==> src/rtl/rf_access_arbiter_pkg.sv <==
// Shared types and constants for the register-file access arbiter.
package rf_access_arbiter_pkg;

  // Transaction sequencer states
  typedef enum logic [2:0] {
    StIdle     = 3'd0,
    StWrite    = 3'd1,
    StRead     = 3'd2,
    StReadWait = 3'd3,
    StDone     = 3'd4
  } state_e;

  // Requester ids
  localparam logic MasterM0 = 1'b0;
  localparam logic MasterM1 = 1'b1;

  // Default read-data wait bound, in READ_WAIT cycles
  localparam int unsigned DefaultTimeout = 4;

endpackage

==> src/rtl/rf_access_arbiter_rr_arbiter_2.sv <==
// Two-way round-robin picker. The pointer names the favoured requester and is
// moved to the opposite requester when the owner finishes.
module rr_arbiter_2 (
  input  logic       clk_i,
  input  logic       rst_i,
  input  logic [1:0] req_i,
  input  logic       update_i,
  input  logic       served_i,
  output logic       gnt_valid_o,
  output logic       gnt_id_o
);

  logic ptr_q, ptr_d;

  // Pointer register; reset favours requester 0
  always_ff @(posedge clk_i) begin
    if (rst_i) begin
      ptr_q <= 1'b0;
    end else begin
      ptr_q <= ptr_d;
    end
  end

  // After a served request, favour the requester that was not served
  always_comb begin
    ptr_d = ptr_q;
    if (update_i) begin
      ptr_d = ~served_i;
    end
  end

  // Pick: a lone requester wins; on contention the pointer decides
  always_comb begin
    gnt_valid_o = |req_i;
    gnt_id_o    = 1'b0;
    unique case (req_i)
      2'b11:   gnt_id_o = ptr_q;
      2'b10:   gnt_id_o = 1'b1;
      default: gnt_id_o = 1'b0;
    endcase
  end

endmodule

==> src/rtl/rf_access_arbiter.sv <==
// Shares a single-port register file between two requesters. One transaction
// is in flight at a time; every output is decoded from registered state.
module rf_access_arbiter
  import rf_access_arbiter_pkg::*;
#(
  parameter int unsigned Data_width    = 8,
  parameter int unsigned Address_width = 4,
  parameter int unsigned Timeout       = DefaultTimeout
) (
  input  logic                     CLK,
  input  logic                     RST,
  input  logic                     M0_REQ,
  input  logic                     M0_WR,
  input  logic [Address_width-1:0] M0_ADDR,
  input  logic [Data_width-1:0]    M0_WDATA,
  output logic                     M0_DONE,
  output logic                     M0_ERR,
  output logic [Data_width-1:0]    M0_RDATA,
  input  logic                     M1_REQ,
  input  logic                     M1_WR,
  input  logic [Address_width-1:0] M1_ADDR,
  input  logic [Data_width-1:0]    M1_WDATA,
  output logic                     M1_DONE,
  output logic                     M1_ERR,
  output logic [Data_width-1:0]    M1_RDATA,
  output logic                     WrEN,
  output logic                     RdEN,
  output logic [Address_width-1:0] Address,
  output logic [Data_width-1:0]    WrData,
  input  logic [Data_width-1:0]    Rd_data,
  input  logic                     RdData_valid,
  output logic                     BUSY,
  output logic                     OWNER
);

  localparam int unsigned     CntW    = (Timeout > 2) ? $clog2(Timeout) : 1;
  localparam logic [CntW-1:0] CntLast = CntW'(Timeout - 1);

  state_e                   state_q, state_d;
  logic                     owner_q, owner_d;
  logic [Address_width-1:0] addr_q, addr_d;
  logic [Data_width-1:0]    wdata_q, wdata_d;
  logic [CntW-1:0]          cnt_q, cnt_d;
  logic                     err_q, err_d;
  logic [Data_width-1:0]    rdata0_q, rdata0_d;
  logic [Data_width-1:0]    rdata1_q, rdata1_d;

  logic                     gnt_valid;
  logic                     gnt_id;
  logic                     sel_wr;
  logic [Address_width-1:0] sel_addr;
  logic [Data_width-1:0]    sel_wdata;

  rr_arbiter_2 u_rr_arbiter_2 (
    .clk_i       (CLK),
    .rst_i       (RST),
    .req_i       ({M1_REQ, M0_REQ}),
    .update_i    (state_q == StDone),
    .served_i    (owner_q),
    .gnt_valid_o (gnt_valid),
    .gnt_id_o    (gnt_id)
  );

  // Request fields of the master the arbiter would grant
  always_comb begin
    sel_wr    = (gnt_id == MasterM1) ? M1_WR    : M0_WR;
    sel_addr  = (gnt_id == MasterM1) ? M1_ADDR  : M0_ADDR;
    sel_wdata = (gnt_id == MasterM1) ? M1_WDATA : M0_WDATA;
  end

  // State and datapath registers; reset abandons any transaction in flight
  always_ff @(posedge CLK) begin
    if (RST) begin
      state_q  <= StIdle;
      owner_q  <= MasterM0;
      addr_q   <= '0;
      wdata_q  <= '0;
      cnt_q    <= '0;
      err_q    <= 1'b0;
      rdata0_q <= '0;
      rdata1_q <= '0;
    end else begin
      state_q  <= state_d;
      owner_q  <= owner_d;
      addr_q   <= addr_d;
      wdata_q  <= wdata_d;
      cnt_q    <= cnt_d;
      err_q    <= err_d;
      rdata0_q <= rdata0_d;
      rdata1_q <= rdata1_d;
    end
  end

  // Next state; unknown encodings fall back to idle
  always_comb begin
    state_d = state_q;
    unique case (state_q)
      StIdle:     if (gnt_valid) state_d = sel_wr ? StWrite : StRead;
      StWrite:    state_d = StDone;
      StRead:     state_d = StReadWait;
      StReadWait: if (RdData_valid || (cnt_q == CntLast)) state_d = StDone;
      StDone:     state_d = StIdle;
      default:    state_d = StIdle;
    endcase
  end

  // Datapath next values: latch grant, count the wait, capture read result
  always_comb begin
    owner_d  = owner_q;
    addr_d   = addr_q;
    wdata_d  = wdata_q;
    cnt_d    = cnt_q;
    err_d    = err_q;
    rdata0_d = rdata0_q;
    rdata1_d = rdata1_q;
    unique case (state_q)
      StIdle: begin
        if (gnt_valid) begin
          owner_d = gnt_id;
          addr_d  = sel_addr;
          wdata_d = sel_wdata;
          err_d   = 1'b0;
        end
      end
      StRead: cnt_d = '0;
      StReadWait: begin
        // Valid data on the expiry cycle still counts as success
        if (RdData_valid) begin
          err_d = 1'b0;
          if (owner_q == MasterM1) begin
            rdata1_d = Rd_data;
          end else begin
            rdata0_d = Rd_data;
          end
        end else if (cnt_q == CntLast) begin
          err_d = 1'b1;
        end else begin
          cnt_d = cnt_q + 1'b1;
        end
      end
      default: ;
    endcase
  end

  // Outputs decoded from registered state only
  always_comb begin
    WrEN     = (state_q == StWrite);
    RdEN     = (state_q == StRead);
    BUSY     = (state_q != StIdle);
    OWNER    = owner_q;
    Address  = addr_q;
    WrData   = wdata_q;
    M0_DONE  = (state_q == StDone) && (owner_q == MasterM0);
    M1_DONE  = (state_q == StDone) && (owner_q == MasterM1);
    M0_ERR   = M0_DONE && err_q;
    M1_ERR   = M1_DONE && err_q;
    M0_RDATA = rdata0_q;
    M1_RDATA = rdata1_q;
  end

endmodule

==> config.mk <==
export PLATFORM = sky130hd
export DESIGN_NAME = rf_access_arbiter
export DESIGN_NICKNAME = d
export VERILOG_FILES = /design/src/rtl/rf_access_arbiter_pkg.sv /design/src/rtl/rf_access_arbiter_rr_arbiter_2.sv /design/src/rtl/rf_access_arbiter.sv
export SDC_FILE = /design/constraint.sdc
export NUM_CORES = 1
export LEC_CHECK = 0
export ABC_AREA = 1
export CAP_MARGIN = 20
export CORE_UTILIZATION = 28
export DETAILED_ROUTE_END_ITERATION = 10
export GPL_TIMING_DRIVEN = 0
export PLACE_DENSITY = 0.59
export SKIP_CTS_REPAIR_TIMING = 1
export SYNTH_ARGS = -nofsm -noshare
export SYNTH_HDL_FRONTEND = slang
export SYNTH_SLANG_ARGS = --single-unit
==> constraint.sdc <==
create_clock -name CLK -period 2.4 [get_ports CLK]
set_input_delay 0.72 -clock CLK [delete_from_list [all_inputs] [get_ports CLK]]
set_output_delay 0.72 -clock CLK [all_outputs]
set_load 0.01 [all_outputs]
==> metrics <==
Synth top area share=between 40% and 50%; deepest clock path buffer count=2; CTS tree=built; Max Slew Vio Count=0; number of H-tree levels=2; critical path's slowest cell=clkdlybuf4s50_1; CTS Buf Count=5; Vias/cell=4.36; initial antenna violation count=0; post-synthesis async set-or-reset flop share=0%; Final GP Congestion=slightly above 0.7; CP delay by family, top=buffers and inverters; Fin Setup TNS=0 ps; crit path kind=reg2out; Startpoint Class=flop; CP Capture Type=output port; number of global-route vias before repair=around 1500; Critical Path Fanout Max=4; via count=~1600; post-route minimum period=2270 ps; Setup Skew=5.25 ps; clk sinks=36; largest net degree at the start of global routing=12; post-route cell area=around 2500 µm²; number of synthesized register bits=36; largest family of logic cells by synthesized area=simple AND/OR/NAND/NOR gates; FMAX=roughly 440 MHz; chip width=77.5 µm; placed cell area=roughly 2400 µm²; total placed cells including tap cells=between 300 and 400; slew margin rel.=approximately three quarters; Max VDD drop=about 0.30 mV; Layout fillers=roughly 590; initial core utilization=29.0%; LEAKAGE=between 1 and 1.5 nW; status=finished clean; drt drc=0; worst skew pair latency=between 200 and 300 ps; final non-filler cell total=approximately 370; largest cells by area after synthesis=dfxtp_1 (45%), nor2_1 (9.4%), o21ai_0 (9.1%); largest stage delay on the critical path=roughly 560 ps; endpoints failing hold=0; share of cells above drive strength 1=between 10% and 20%; Global Route Usage Sum=15.0%; DP HPWL=approximately 3200 µm; compound-gate portion of the synthesized area=between 20% and 30%; Post-synth EDFFs=0; multiplexer share of the synthesized area=0%; Rows=27; final period utilization=94.5%; top_reg_cell synth=dfxtp_1; RSZ-0062 raised after global routing=no; Boundary Pins=75; adder-cell share of the synthesized area=less than 1%; post-synthesis sequential area ratio=between 40% and 50%; port bufs=74; NumNets Final=approximately 330; Worst Hold Margin=approximately 470 ps; synthesized instance count=about 210; Die Ht=77.5 µm; number of diodes=0; first-pass GRT wire length=7040 µm; core area=approximately 5500 µm²; CP required=1680 ps; Yosys cell types=27; initial DRC count=53; max-cap viol count=0; first-pass iteration count of the detailed router=4; count leader, synth=nor2_1; Reg clk slew, reported paths=~70 ps; pwr/cell area=roughly 720 nW/µm²; crit path cell chain=inv_2 -> nand3_2 -> nor3_1 -> clkdlybuf4s50_1; Synth top cells by count=nor2_1 (40), dfxtp_1 (36), o21ai_0 (29); Buf/Inv on CP=2; worst slack, placed=~200 ps; Routed WL=4270 µm; Critical Path AT=between 1500 and 2000 ps; worst hold path type=reg2reg; Total Power=about 1.8 mW; cell taking the most area after synthesis=dfxtp_1; Worst-Margin Slew=slightly below 400 ps; mean post-synth cell area=7.57 µm²; Netlist Area Pre-Place=approximately 1600 µm²; final core utilization=about 46%; antenna-violating nets left=0; Post-Synth Simple-Gate Area=approximately a quarter; grt total ovfl=0; wire length per cell=about 12 µm; CTS root buffer=clkbuf_8; PnR worst setup slack=~130 ps; yosys warns=0; synthesis-to-layout area growth=58.5%; syn_nets=~250; Synth Area in XOR/XNOR=0%; Final Setup Violations=0; Die Area=6010 µm²
==> power breakdown <==
part	switching [mW]	total [mW]	internal [mW]	leakage, nW
sequential	0.0579	0.741	0.683	0.294
combinational	0.312	0.633	0.321	0.707
clock	0.220	0.453	0.233	0.0445
==> registers in the layout (all words and copies together), names as in the netlist <==
name,count
err_q,1
u_rr_arbiter_2.ptr_q,1
WrData,8
OWNER,1
state_q,3
cnt_q,2
M1_RDATA,8
M0_RDATA,8
Address,4
==> cell families (layout without fill, tap and decap cells) <==
| kind of cell | count (synthesis) | in the layout |
|---|---|---|
| compound gates | 61 | 61 |
| fa+ha+maj | 1 | 1 |
| buf+inv | 28 | 110 |
| flops | 36 | 36 |
| simple gates | 85 | 85 |
==> area by class of cell <==
class | instances | area, µm² | share of cell area (%)
tap | 72 | 90.1 | 3.56
clock inverter | 1 | 7.51 | 0.296
sequential | 36 | 721 | 28.5
clock buffer | 7 | 86.3 | 3.41
buffer | 7 | 40.0 | 1.58
multi-input combinational | 147 | 762 | 30.1
timing repair buffer | 74 | 746 | 29.4
inverter | 21 | 80.1 | 3.16
==> per-layer routing <==
layer | track usage (%) | vias up | share of wire [%]
met1 | 18.1 | 687 | 48
met5 | 0 | - | 0
met4 | 5.66 | 0 | 1.7
li1 | - | 850 | -
met2 | 24.6 | 48 | 44
met3 | 4.94 | 6 | 6.5
==> worst paths after layout <==
| path | from | end | slack, ps | depth (start not counted) |
|---|---|---|---|---|
| worst min-delay path | u_rr_arbiter_2.ptr_q | u_rr_arbiter_2.ptr_q | 470 | 2 |
| worst min register to register | u_rr_arbiter_2.ptr_q | u_rr_arbiter_2.ptr_q | 470 | 2 |
| worst max-delay path | state_q[1] | M0_ERR | 130 | 4 |
| worst max register to register | state_q[0] | M0_RDATA[5] | 1010 | 5 |
==> worst register-to-register path: stages, from the launching register on <==
cell     delay [ps]
dfxtp_1         420
nand3_2         180
nor3_4          330
inv_2           130
nor2_1          150
nor2_1           60
==> placed cells by master, fill, tap and decap left out <==
cell type | netlist | routed
clkbuf_1 | 3 | 4
inv_2 | 3 | 4
inv_1 | 17 | 16
clkinvlp_4 | 0 | 1
nor3_4 | 1 | 1
a21oi_1 | 20 | 20
nand2_1 | 28 | 28
nor3b_2 | 1 | 1
buf_4 | 1 | 1
o21ai_1 | 1 | 1
nand3_2 | 1 | 2
dlymetal6s2s_1 | 0 | 2
buf_2 | 2 | 2
nand3_4 | 1 | 1
dfxtp_1 | 36 | 36
a21oi_2 | 9 | 9
a21oi_4 | 1 | 1
nor3_1 | 1 | 1
nor2_1 | 40 | 40
buf_6 | 1 | 1
clkbuf_8 | 0 | 6
clkinv_2 | 1 | 1
o21ai_0 | 29 | 29
and2_4 | 1 | 1
a211oi_1 | 1 | 1
nand3_1 | 6 | 5
nand4_1 | 2 | 2
ha_1 | 1 | 1
clkdlybuf4s50_1 | 0 | 72
nor2_4 | 1 | 1
nand2_2 | 2 | 2
Power figures use the tool's default switching activity.
